## config.mk

```make
export PLATFORM = sky130hd
export DESIGN_NAME = crc7_enc_scheduler_flat
export DESIGN_NICKNAME = d
export VERILOG_FILES = /design/src/rtl/crc7_enc_scheduler_if.sv /design/src/rtl/crc7_enc_scheduler.sv /design/src/flat_wrapper.sv
export SDC_FILE = /design/constraint.sdc
export NUM_CORES = 1
export LEC_CHECK = 0
export BUFFER_PORTS_ARGS = -buffer_cell sky130_fd_sc_hd__buf_2
export CORE_ASPECT_RATIO = 0.7
export CORE_MARGIN = 1.5
export CORE_UTILIZATION = 35
export DETAILED_ROUTE_END_ITERATION = 8
export GPL_TIMING_DRIVEN = 0
export PLACE_DENSITY = 0.66
export SLEW_MARGIN = 20
export SYNTH_ARGS = -nofsm -noshare
export SYNTH_HDL_FRONTEND = slang
export SYNTH_SLANG_ARGS = --single-unit
```

## constraint.sdc

```tcl
create_clock -name clk -period 5.3 [get_ports clk]
set_clock_uncertainty 0.15 [all_clocks]
set_input_delay 1.06 -clock clk [delete_from_list [all_inputs] [get_ports clk]]
set_output_delay 1.06 -clock clk [all_outputs]
set_load 0.005 [all_outputs]
```

## src/rtl/crc7_enc_scheduler_if.sv

```systemverilog
// Request, encoder-control and response bundle for crc7_enc_scheduler.
// master = clients plus shared encoder, slave = scheduler.
interface crc7_enc_scheduler_if #(
  parameter int unsigned NREQ = 4,
  parameter int unsigned IDW  = 2
);
  logic [NREQ-1:0]      req_valid;
  logic [NREQ-1:0]      req_ready;
  logic [16*NREQ-1:0]   req_data;
  logic [15:0]          enc_data_in;
  logic                 enc_en_data;
  logic                 enc_en_crc;
  logic                 enc_crc_ready;
  logic [22:0]          enc_data_out;
  logic [6:0]           enc_crc_out;
  logic                 rsp_valid;
  logic                 rsp_ready;
  logic [IDW-1:0]       rsp_id;
  logic [22:0]          rsp_codeword;
  logic [6:0]           rsp_crc;

  modport master (
    output req_valid, req_data, rsp_ready, enc_crc_ready, enc_data_out, enc_crc_out,
    input  req_ready, enc_data_in, enc_en_data, enc_en_crc,
           rsp_valid, rsp_id, rsp_codeword, rsp_crc
  );

  modport slave (
    input  req_valid, req_data, rsp_ready, enc_crc_ready, enc_data_out, enc_crc_out,
    output req_ready, enc_data_in, enc_en_data, enc_en_crc,
           rsp_valid, rsp_id, rsp_codeword, rsp_crc
  );
endinterface

```

## src/rtl/crc7_enc_scheduler.sv

```systemverilog
// Round-robin front end sequencing one shared 16-bit CRC-7 encoder for NREQ clients.
// Optional WAIT_RDY abort enabled by defining CRC7_TIMEOUT_EN.
module crc7_enc_scheduler #(
  parameter int unsigned NREQ           = 4,
  parameter int unsigned IDW            = 2,
  parameter int unsigned SHIFT_CYCLES   = 15,
  parameter int unsigned TIMEOUT_CYCLES = 64
) (
  input  logic                 clk,
  input  logic                 reset,
  crc7_enc_scheduler_if.slave  bus,
  output logic                 busy,
  output logic                 err_timeout
);

  localparam int unsigned CNT_W = $clog2(SHIFT_CYCLES + 1);

  if (NREQ < 2 || NREQ > 8 || (1 << IDW) < NREQ || SHIFT_CYCLES == 0 || TIMEOUT_CYCLES == 0)
  begin : g_bad_params
    $error("crc7_enc_scheduler: illegal parameter combination");
  end

  typedef enum logic [2:0] {
    IDLE, LOAD, SHIFT, CAPTURE, WAIT_RDY, RESPOND
  } state_t;

  state_t            state_q, state_nxt;
  logic [CNT_W-1:0]  cnt_q, cnt_nxt;
  logic [IDW-1:0]    ptr_q, ptr_nxt;
  logic [IDW-1:0]    id_q, id_nxt;
  logic [15:0]       hold_q, hold_nxt;
  logic              en_data_q, en_data_nxt;
  logic              en_crc_q, en_crc_nxt;
  logic              rsp_valid_q, rsp_valid_nxt;
  logic [22:0]       cw_q, cw_nxt;
  logic [6:0]        crc_q, crc_nxt;
  logic              busy_q, busy_nxt;
  logic [NREQ-1:0]   req_ready_c;

  logic [15:0]       words [NREQ];
  logic              grant_valid;
  logic [IDW-1:0]    grant_idx;
  logic              hi_found;
  logic [IDW-1:0]    hi_idx, lo_idx;

  for (genvar g = 0; g < NREQ; g++) begin : g_words
    assign words[g] = bus.req_data[16*g +: 16];
  end

  // Lowest valid index at/after the pointer, else lowest valid index overall (wrap).
  always_comb begin
    grant_valid = 1'b0;
    hi_found    = 1'b0;
    hi_idx      = '0;
    lo_idx      = '0;
    for (int k = NREQ - 1; k >= 0; k--) begin
      if (bus.req_valid[k]) begin
        grant_valid = 1'b1;
        lo_idx      = IDW'(k);
        if (IDW'(k) >= ptr_q) begin
          hi_found = 1'b1;
          hi_idx   = IDW'(k);
        end
      end
    end
    grant_idx = hi_found ? hi_idx : lo_idx;
  end

`ifdef CRC7_TIMEOUT_EN
  localparam int unsigned TMO_W = $clog2(TIMEOUT_CYCLES + 1);
  logic [TMO_W-1:0] tmo_q, tmo_nxt;
  logic             err_q, err_nxt;
`endif

  always_comb begin
    state_nxt     = state_q;
    cnt_nxt       = cnt_q;
    ptr_nxt       = ptr_q;
    id_nxt        = id_q;
    hold_nxt      = hold_q;
    rsp_valid_nxt = rsp_valid_q;
    cw_nxt        = cw_q;
    crc_nxt       = crc_q;
    req_ready_c   = '0;
`ifdef CRC7_TIMEOUT_EN
    tmo_nxt       = tmo_q;
    err_nxt       = 1'b0;
`endif
    case (state_q)
      IDLE: begin
        // Stale enc_crc_ready is deliberately not looked at here.
        if (grant_valid) begin
          req_ready_c = NREQ'(1) << grant_idx;
          hold_nxt    = words[grant_idx];
          id_nxt      = grant_idx;
          ptr_nxt     = (grant_idx == IDW'(NREQ - 1)) ? '0 : grant_idx + 1'b1;
          state_nxt   = LOAD;
        end
      end
      LOAD: begin
        cnt_nxt   = '0;
        state_nxt = SHIFT;
      end
      SHIFT: begin
        cnt_nxt = cnt_q + 1'b1;
        if (cnt_q == CNT_W'(SHIFT_CYCLES - 1)) state_nxt = CAPTURE;
      end
      CAPTURE: begin
        state_nxt = WAIT_RDY;
`ifdef CRC7_TIMEOUT_EN
        tmo_nxt   = '0;
`endif
      end
      WAIT_RDY: begin
        if (bus.enc_crc_ready) begin
          cw_nxt        = bus.enc_data_out;
          crc_nxt       = bus.enc_crc_out;
          rsp_valid_nxt = 1'b1;
          state_nxt     = RESPOND;
        end
`ifdef CRC7_TIMEOUT_EN
        else if (tmo_q == TMO_W'(TIMEOUT_CYCLES - 1)) begin
          err_nxt   = 1'b1;
          state_nxt = IDLE;
        end else begin
          tmo_nxt = tmo_q + 1'b1;
        end
`endif
      end
      RESPOND: begin
        if (bus.rsp_ready) begin
          rsp_valid_nxt = 1'b0;
          state_nxt     = IDLE;
        end
      end
      default: state_nxt = IDLE;
    endcase
    en_data_nxt = (state_nxt == LOAD);
    en_crc_nxt  = (state_nxt == SHIFT);
    busy_nxt    = (state_nxt != IDLE);
  end

  always_ff @(posedge clk) begin
    if (reset) begin
      state_q     <= IDLE;
      cnt_q       <= '0;
      ptr_q       <= '0;
      id_q        <= '0;
      hold_q      <= '0;
      en_data_q   <= 1'b0;
      en_crc_q    <= 1'b0;
      rsp_valid_q <= 1'b0;
      cw_q        <= '0;
      crc_q       <= '0;
      busy_q      <= 1'b0;
`ifdef CRC7_TIMEOUT_EN
      tmo_q       <= '0;
      err_q       <= 1'b0;
`endif
    end else begin
      state_q     <= state_nxt;
      cnt_q       <= cnt_nxt;
      ptr_q       <= ptr_nxt;
      id_q        <= id_nxt;
      hold_q      <= hold_nxt;
      en_data_q   <= en_data_nxt;
      en_crc_q    <= en_crc_nxt;
      rsp_valid_q <= rsp_valid_nxt;
      cw_q        <= cw_nxt;
      crc_q       <= crc_nxt;
      busy_q      <= busy_nxt;
`ifdef CRC7_TIMEOUT_EN
      tmo_q       <= tmo_nxt;
      err_q       <= err_nxt;
`endif
    end
  end

  // Accept strobe must coincide with the grant cycle, so it is decoded, not registered.
  assign bus.req_ready    = reset ? '0 : req_ready_c;
  assign bus.enc_data_in  = hold_q;
  assign bus.enc_en_data  = en_data_q;
  assign bus.enc_en_crc   = en_crc_q;
  assign bus.rsp_valid    = rsp_valid_q;
  assign bus.rsp_id       = id_q;
  assign bus.rsp_codeword = cw_q;
  assign bus.rsp_crc      = crc_q;
  assign busy             = busy_q;
`ifdef CRC7_TIMEOUT_EN
  assign err_timeout      = err_q;
`else
  assign err_timeout      = 1'b0;
`endif

endmodule
```

## src/flat_wrapper.sv

```systemverilog
// flat-port wrapper written by rule: the top's interface ports become plain ports
module crc7_enc_scheduler_flat 
#(
  parameter int unsigned NREQ           = 4,
  parameter int unsigned IDW            = 2,
  parameter int unsigned SHIFT_CYCLES   = 15,
  parameter int unsigned TIMEOUT_CYCLES = 64
)
  (clk, reset, busy, err_timeout, bus_req_valid, bus_req_data, bus_rsp_ready, bus_enc_crc_ready, bus_enc_data_out, bus_enc_crc_out, bus_req_ready, bus_enc_data_in, bus_enc_en_data, bus_enc_en_crc, bus_rsp_valid, bus_rsp_id, bus_rsp_codeword, bus_rsp_crc);
  crc7_enc_scheduler_if #(.NREQ(NREQ), .IDW(IDW)) bus_i ();
  input  logic clk;
  input  logic reset;
  output logic busy;
  output logic err_timeout;
  input wire logic [$bits(bus_i.req_valid)-1:0] bus_req_valid;
  input wire logic [$bits(bus_i.req_data)-1:0] bus_req_data;
  input wire logic [$bits(bus_i.rsp_ready)-1:0] bus_rsp_ready;
  input wire logic [$bits(bus_i.enc_crc_ready)-1:0] bus_enc_crc_ready;
  input wire logic [$bits(bus_i.enc_data_out)-1:0] bus_enc_data_out;
  input wire logic [$bits(bus_i.enc_crc_out)-1:0] bus_enc_crc_out;
  output wire logic [$bits(bus_i.req_ready)-1:0] bus_req_ready;
  output wire logic [$bits(bus_i.enc_data_in)-1:0] bus_enc_data_in;
  output wire logic [$bits(bus_i.enc_en_data)-1:0] bus_enc_en_data;
  output wire logic [$bits(bus_i.enc_en_crc)-1:0] bus_enc_en_crc;
  output wire logic [$bits(bus_i.rsp_valid)-1:0] bus_rsp_valid;
  output wire logic [$bits(bus_i.rsp_id)-1:0] bus_rsp_id;
  output wire logic [$bits(bus_i.rsp_codeword)-1:0] bus_rsp_codeword;
  output wire logic [$bits(bus_i.rsp_crc)-1:0] bus_rsp_crc;
  assign bus_i.req_valid = bus_req_valid;
  assign bus_i.req_data = bus_req_data;
  assign bus_i.rsp_ready = bus_rsp_ready;
  assign bus_i.enc_crc_ready = bus_enc_crc_ready;
  assign bus_i.enc_data_out = bus_enc_data_out;
  assign bus_i.enc_crc_out = bus_enc_crc_out;
  assign bus_req_ready = bus_i.req_ready;
  assign bus_enc_data_in = bus_i.enc_data_in;
  assign bus_enc_en_data = bus_i.enc_en_data;
  assign bus_enc_en_crc = bus_i.enc_en_crc;
  assign bus_rsp_valid = bus_i.rsp_valid;
  assign bus_rsp_id = bus_i.rsp_id;
  assign bus_rsp_codeword = bus_i.rsp_codeword;
  assign bus_rsp_crc = bus_i.rsp_crc;
  crc7_enc_scheduler #(.NREQ(NREQ), .IDW(IDW), .SHIFT_CYCLES(SHIFT_CYCLES), .TIMEOUT_CYCLES(TIMEOUT_CYCLES)) u_core (.clk(clk), .reset(reset), .bus(bus_i), .busy(busy), .err_timeout(err_timeout));
endmodule
```

# == Word level (Yosys, flattened, before mapping) ==
# Index checks and enable logic that the tools add are counted.
# word_totals
regBits,61
inputBits,102
output_inout_bits,57
wordCells,79
# op_classes
addsub,2
magnitude_cmp,5
n_eq_ne,11
n_shift,1
mux,41
n_bitwise,1
reduce_logical,7
# op_table
cell,n
16-bit binary-select mux with 2-bit select,1
16-bit two-way mux,2
2-bit two-way mux,14
3-bit case mux with 6 select lines,1
1-bit two-way mux,14
3-bit two-way mux,4
4-bit two-way mux,3
"3-bit by 2-bit equality test with 1-bit output, second input constant",3
4-bit case mux with 2 select lines,1
"3-bit by 1-bit equality test with 1-bit output, second input constant",2
"3-bit equality test, second input constant",2
"4-bit by 1-bit adder with 4-bit output, second input constant",1
"4-bit equality test, second input constant",1
"1-bit by 2-bit greater-or-equal comparator with 1-bit output, first input constant",2
"2-bit greater-or-equal comparator, first input constant",2
"2-bit inequality test, second input constant",2
2-bit AND reduction,2
2-bit nonzero test,2
"1-bit by 2-bit left shift with 4-bit output, first input constant",1
"3-bit greater-or-equal comparator, second input constant",1
3-bit logical NOT,1
2-bit inverter with 3-bit output,1
3-bit AND reduction,1
3-bit nonzero test,1
other kinds (3),3

# == Logic depth before layout (Yosys ltp) ==
# logic_depth
word_depth,14
depth_mapped,7
mapped_depth_nobuf,6

# == Worst setup path after synthesis ==
# OpenSTA, ideal clock, no wires.
# synth_path
path_type,input to output
start,in bus_req_valid[2]
end,out bus_req_ready[0]
arrival_time_ns,2.384
t_required_ns,4.090
slack_ns,1.706
stages,7
path_buffers,1
path_cell_list,nor2b_1 -> or4b_4 -> nand2_1 -> buf_6 -> inv_1 -> ha_1 -> and2_1
# synth_between
elab_chain_cells,10
elab_cells_between_ends,21
cone_classes,shift: 1; mux: 20
# synth_lines
element,line,text
from (decl),flat_wrapper.sv:15,input wire logic [$bits(bus_i.req_valid)-1:0] bus_req_valid;
2-bit two-way mux or 1-bit two-way mux (tied branches),crc7_enc_scheduler.sv:57,if (bus.req_valid[k]) begin
2-bit two-way mux or 1-bit two-way mux (tied branches),crc7_enc_scheduler.sv:60,if (IDW'(k) >= ptr_q) begin
2-bit two-way mux or 1-bit two-way mux (tied branches),crc7_enc_scheduler.sv:57,
2-bit two-way mux or 1-bit two-way mux (tied branches),crc7_enc_scheduler.sv:60,
2-bit two-way mux or 1-bit two-way mux (tied branches),crc7_enc_scheduler.sv:57,
2-bit two-way mux (*),crc7_enc_scheduler.sv:66,grant_idx = hi_found ? hi_idx : lo_idx;
net u_core.grant_idx[0],crc7_enc_scheduler.sv:42,logic [IDW-1:0] grant_idx;
1-bit by 2-bit left shift with 4-bit output (*),crc7_enc_scheduler.sv:93,req_ready_c = NREQ'(1) << grant_idx;
4-bit two-way mux (*),crc7_enc_scheduler.sv:92,if (grant_valid) begin
4-bit two-way mux (*),crc7_enc_scheduler.sv:89,case (state_q)
4-bit two-way mux (*),crc7_enc_scheduler.sv:180,assign bus.req_ready = reset ? '0 : req_ready_c;
to (decl),flat_wrapper.sv:21,output wire logic [$bits(bus_i.req_ready)-1:0] bus_req_ready;
# Mark *: on every way through the listed nets, which the timed path passes. The rest lies on a longest branch.

# == Final worst setup path ==
# layout_path
start,in bus_req_valid[0]
end,out bus_req_ready[0]
# layout_between
elab_chain_cells,6
elab_cells_between_ends,9
cone_classes,shift: 1; mux: 8
# layout_lines
element,line
2-bit two-way mux or 1-bit two-way mux (tied branches),crc7_enc_scheduler.sv:57
2-bit two-way mux (*),crc7_enc_scheduler.sv:66
net u_core.grant_idx[1],crc7_enc_scheduler.sv:42
1-bit by 2-bit left shift with 4-bit output (*),crc7_enc_scheduler.sv:93
4-bit two-way mux (*),crc7_enc_scheduler.sv:92
4-bit two-way mux (*),crc7_enc_scheduler.sv:89
4-bit two-way mux (*),crc7_enc_scheduler.sv:180
# Marks and branches as above.

==> summary.md <==
| Metric | Value |
|---|---|
| Critical path type | in2out |
| Fin crit share | 78.5% |
| Clock sinks | 61 |
| H-tree depth | 3 |
| DP Worst Slack | 1.13 ns |
| TritonCTS clock tree | done |
| Maximum vdd drop | 0.204 mV |
| Crit-path cells | buf_2 > nor2b_1 > o21ba_1 > nor2_1 > buf_2 > inv_1 > ha_1 > and2_1 > buf_2 |
| Relative slew slack | 54.6% |
| # rows | 27 |
| GRT overflow | 0 |
| Hold Crit Class | reg2reg |
| Reg area | roughly 1200 um^2 |
| Most frequent cells after synthesis | 85 x nand2_1, 61 x dfxtp_1, 37 x a21oi_1, 31 x o211ai_1, 20 x mux2i_1 |
| Cell family with most CP delay | simple AND/OR/NAND/NOR gates |
| WL met2 | roughly 4100 um |
| Hold path cells | 2 |
| Setup WS post-layout | 1.14 ns |
| Initial antenna violation count | 0 |
| # diodes | 0 |
| R2R Path Start | u_core.ptr_q[0] |
| Synth top area share | 40.9% |
| Reg2Reg Depth | 7 |
| Die width | 113 um |
| Ys async rst share | 0% |
| PwrDens | 457 nW/um^2 |
| Hold Vio Cnt, Final | 0 |
| Clk slew on worst S/H paths | 0.05 ns |
| WHS Endpoint | u_core.bus.rsp_codeword[21] |
| R2r endpoint | u_core.ptr_q[1] |
| Crit-path slowest cell | nor2_1 |
| Filler Cell Count | 761 |
| Leak | 0.00196 uW |
| Synth Instances | 365 |
| Crit path capture type | output port |
| Area of the multi-input gates | 1610 um^2 |
| CP Max Fanout | 11 |
| DRT Wirelength | 8980 um |
| Port buffer count | 156 |
| Finish-stage setup viols | 0 |
| Final core occ | between 50% and 60% |
| DRC | 0 |
| Post-Route M1 WL | 4240 um |
| Hold_sp | u_core.bus.rsp_codeword[21] |
| Yosys warning total | 0 |
| Routed WL per cell | 14.1 um |
| Antenna Nets Post-Route | 0 |
| CTS Buffer Depth | 2 |
| Top Metal Used | met4 |
| CP Launch Type | input port |
| Die area | 9110 um^2 |
| Largest net degree at the start of global routing | 12 |
| Initial core utilization | 37.0% |
| Critical Path RT | 4.09 ns |
| Detailed-route via count | 3189 |
| Clk_lat worst skew | 0.33 ns |
| Clock root cell | clkbuf_16 |
| DP Wirelength | 6890 um |
| Hold_ws | between 0.3 and 0.4 ns |
| Drt first pass iters | 5 |
| Synth area leaders | dfxtp_1 41%, nand2_1 11%, o211ai_1 7.8%, mux2i_1 6.7%, a21oi_1 6.2% |
| Seq/Total Area, Yosys | 40.9% |
| Post-CTS setup buffers | 0 |
| CP bufs+invs | 4 |
| Vias in the first global route | 2989 |
| Worst path arrival time | about 3 ns |
| Share of post-route cells with drive strength above 1 | 34.8% |
| Syn_nets | approximately 470 |
| Ys flop type | dfxtp_1 |
| Post-synth EDFFs | 0 |
| Hold buffer count at CTS | 0 |
| GPL Wtd Cong | 0.868 |
| Mapped Avg Cell Area | 8.19 um^2 |
| Area of the mapped netlist | 2990 um^2 |
| Fin Setup TNS | 0 ns |
| Max-cap violations | 0 |
| Final Max Tran Viols | 0 |
| Cell taking the most area after synthesis | dfxtp_1 |
| Design Power | 1950 uW |
| Slowest stage delay, CP | approximately 0.52 ns |
| Top cell by count, worst path | buf_2 |
| RSZ-0062 raised after global routing | no |
| IO Pins | between 150 and 200 |
| Y dimension of the die | about 80 um |
| R2r setup slk | 2.99 ns |
| First-pass GRT wire length | 14300 um |
| Gr usage total | 19.9% |
| Yosys reg bits | 61 |
| DR iter-0 viols | roughly 180 |
| Fmax | 0.240 GHz |
| Min Tclk post-route | 4.16 ns |
| Met3 WL | 579 um |
| Worst Tran Pin Value | 0.678 ns |
| Outcome | finished, final reports clean |
| Routed vias/inst | between 4 and 5 |
| Netlist cell types | 41 |
| Core area | 8070 um^2 |
| # resized after CTS | 0 |
| Total CTS buffers | 9 |
| Area grow syn2layout | 42.4% |
| Fin nets | 640 |
| Most common cell in the netlist | nand2_1 |
## worst max-delay path by stage
stage                                 from  slack, ns  depth (start not counted)               end
after floorplan           bus_req_valid[2]       1.71                          7  bus_req_ready[0]
after global placement    bus_req_valid[0]       1.21                          9  bus_req_ready[0]
after detailed placement  bus_req_valid[0]       1.13                          9  bus_req_ready[0]
after CTS                 bus_req_valid[0]       1.13                          9  bus_req_ready[0]
after global routing      bus_req_valid[0]       0.98                          9  bus_req_ready[0]
final                     bus_req_valid[0]       1.14                          9  bus_req_ready[0]
## worst register-to-register path, cell delays in order, from the launching register on
cell	delay (ns)
dfxtp_1	0.37
nor2b_1	0.08
o21ba_1	0.19
nor2_1	0.52
buf_2	0.38
ha_1	0.28
mux2i_1	0.16
nor2_1	0.05
## final cells by class
cell class	instances	area share, %
multi-input combinational	269	37.8
timing repair buffer	156	18.3
inverter	6	0.529
buffer	29	3.17
clock buffer	13	6.35
clock inverter	3	2.12
tap	101	2.97
sequential	61	28.7
## power by group
group	switching [uW]	internal, uW
clock	202	498
combinational	361	280
sequential	53.4	552
## kinds of logic (layout without fill, tap and decap cells)
family                   Yosys count  count (layout)  share of synthesized area [%]
AO/OA/AOI/OAI                     98              98                           21.1
XOR/XNOR                           1               1                          0.293
adder cells (fa/ha/maj)            6               6                           2.51
buffers and inverters             35             207                           5.27
flip-flops                        61              61                           40.9
multiplexers                      21              21                           7.07
other                              1               1                          0.125
AND/OR/NAND/NOR                  142             142                           22.8
## layout by cell type, fill, tap and decap left out, types with 5 or more instances in the layout
master / Yosys / routed
a21boi_0: 5 / 5
a21boi_1: 11 / 11
a21oi_1: 37 / 37
and2_1: 5 / 5
and3_1: 16 / 16
buf_2: 6 / 162
clkbuf_1: 19 / 20
clkbuf_16: 0 / 9
dfxtp_1: 61 / 61
ha_1: 6 / 6
inv_1: 6 / 6
mux2i_1: 20 / 20
nand2_1: 85 / 85
nor2_1: 16 / 16
nor2b_1: 6 / 6
o211ai_1: 31 / 31
o21ai_0: 5 / 5
## registers in the layout, indices dropped and copies added (netlist names)
name                     flops
u_core.state_q               3
u_core.bus.enc_data_in      16
u_core.bus.enc_en_crc        1
u_core.ptr_q                 2
u_core.busy                  1
u_core.bus.rsp_codeword     23
u_core.bus.rsp_valid         1
u_core.cnt_q                 4
u_core.bus.rsp_id            2
u_core.bus.enc_en_data       1
u_core.bus.rsp_crc           7
## per-stage QoR
step / area, um^2 / instances
floorplan: 2990 / 365
global placement: 3900 / 622
detailed placement: 3900 / 622
CTS: 4260 / 638
global route: 4260 / 638
finish: 4260 / 638
## layer usage
metal	GRT usage [%]	up-vias
met2	29.6	108
met4	8.25	0
li1	-	1600
met5	0	-
met1	26.7	1469
met3	6.34	12
(Power assumes the default switching activity.)
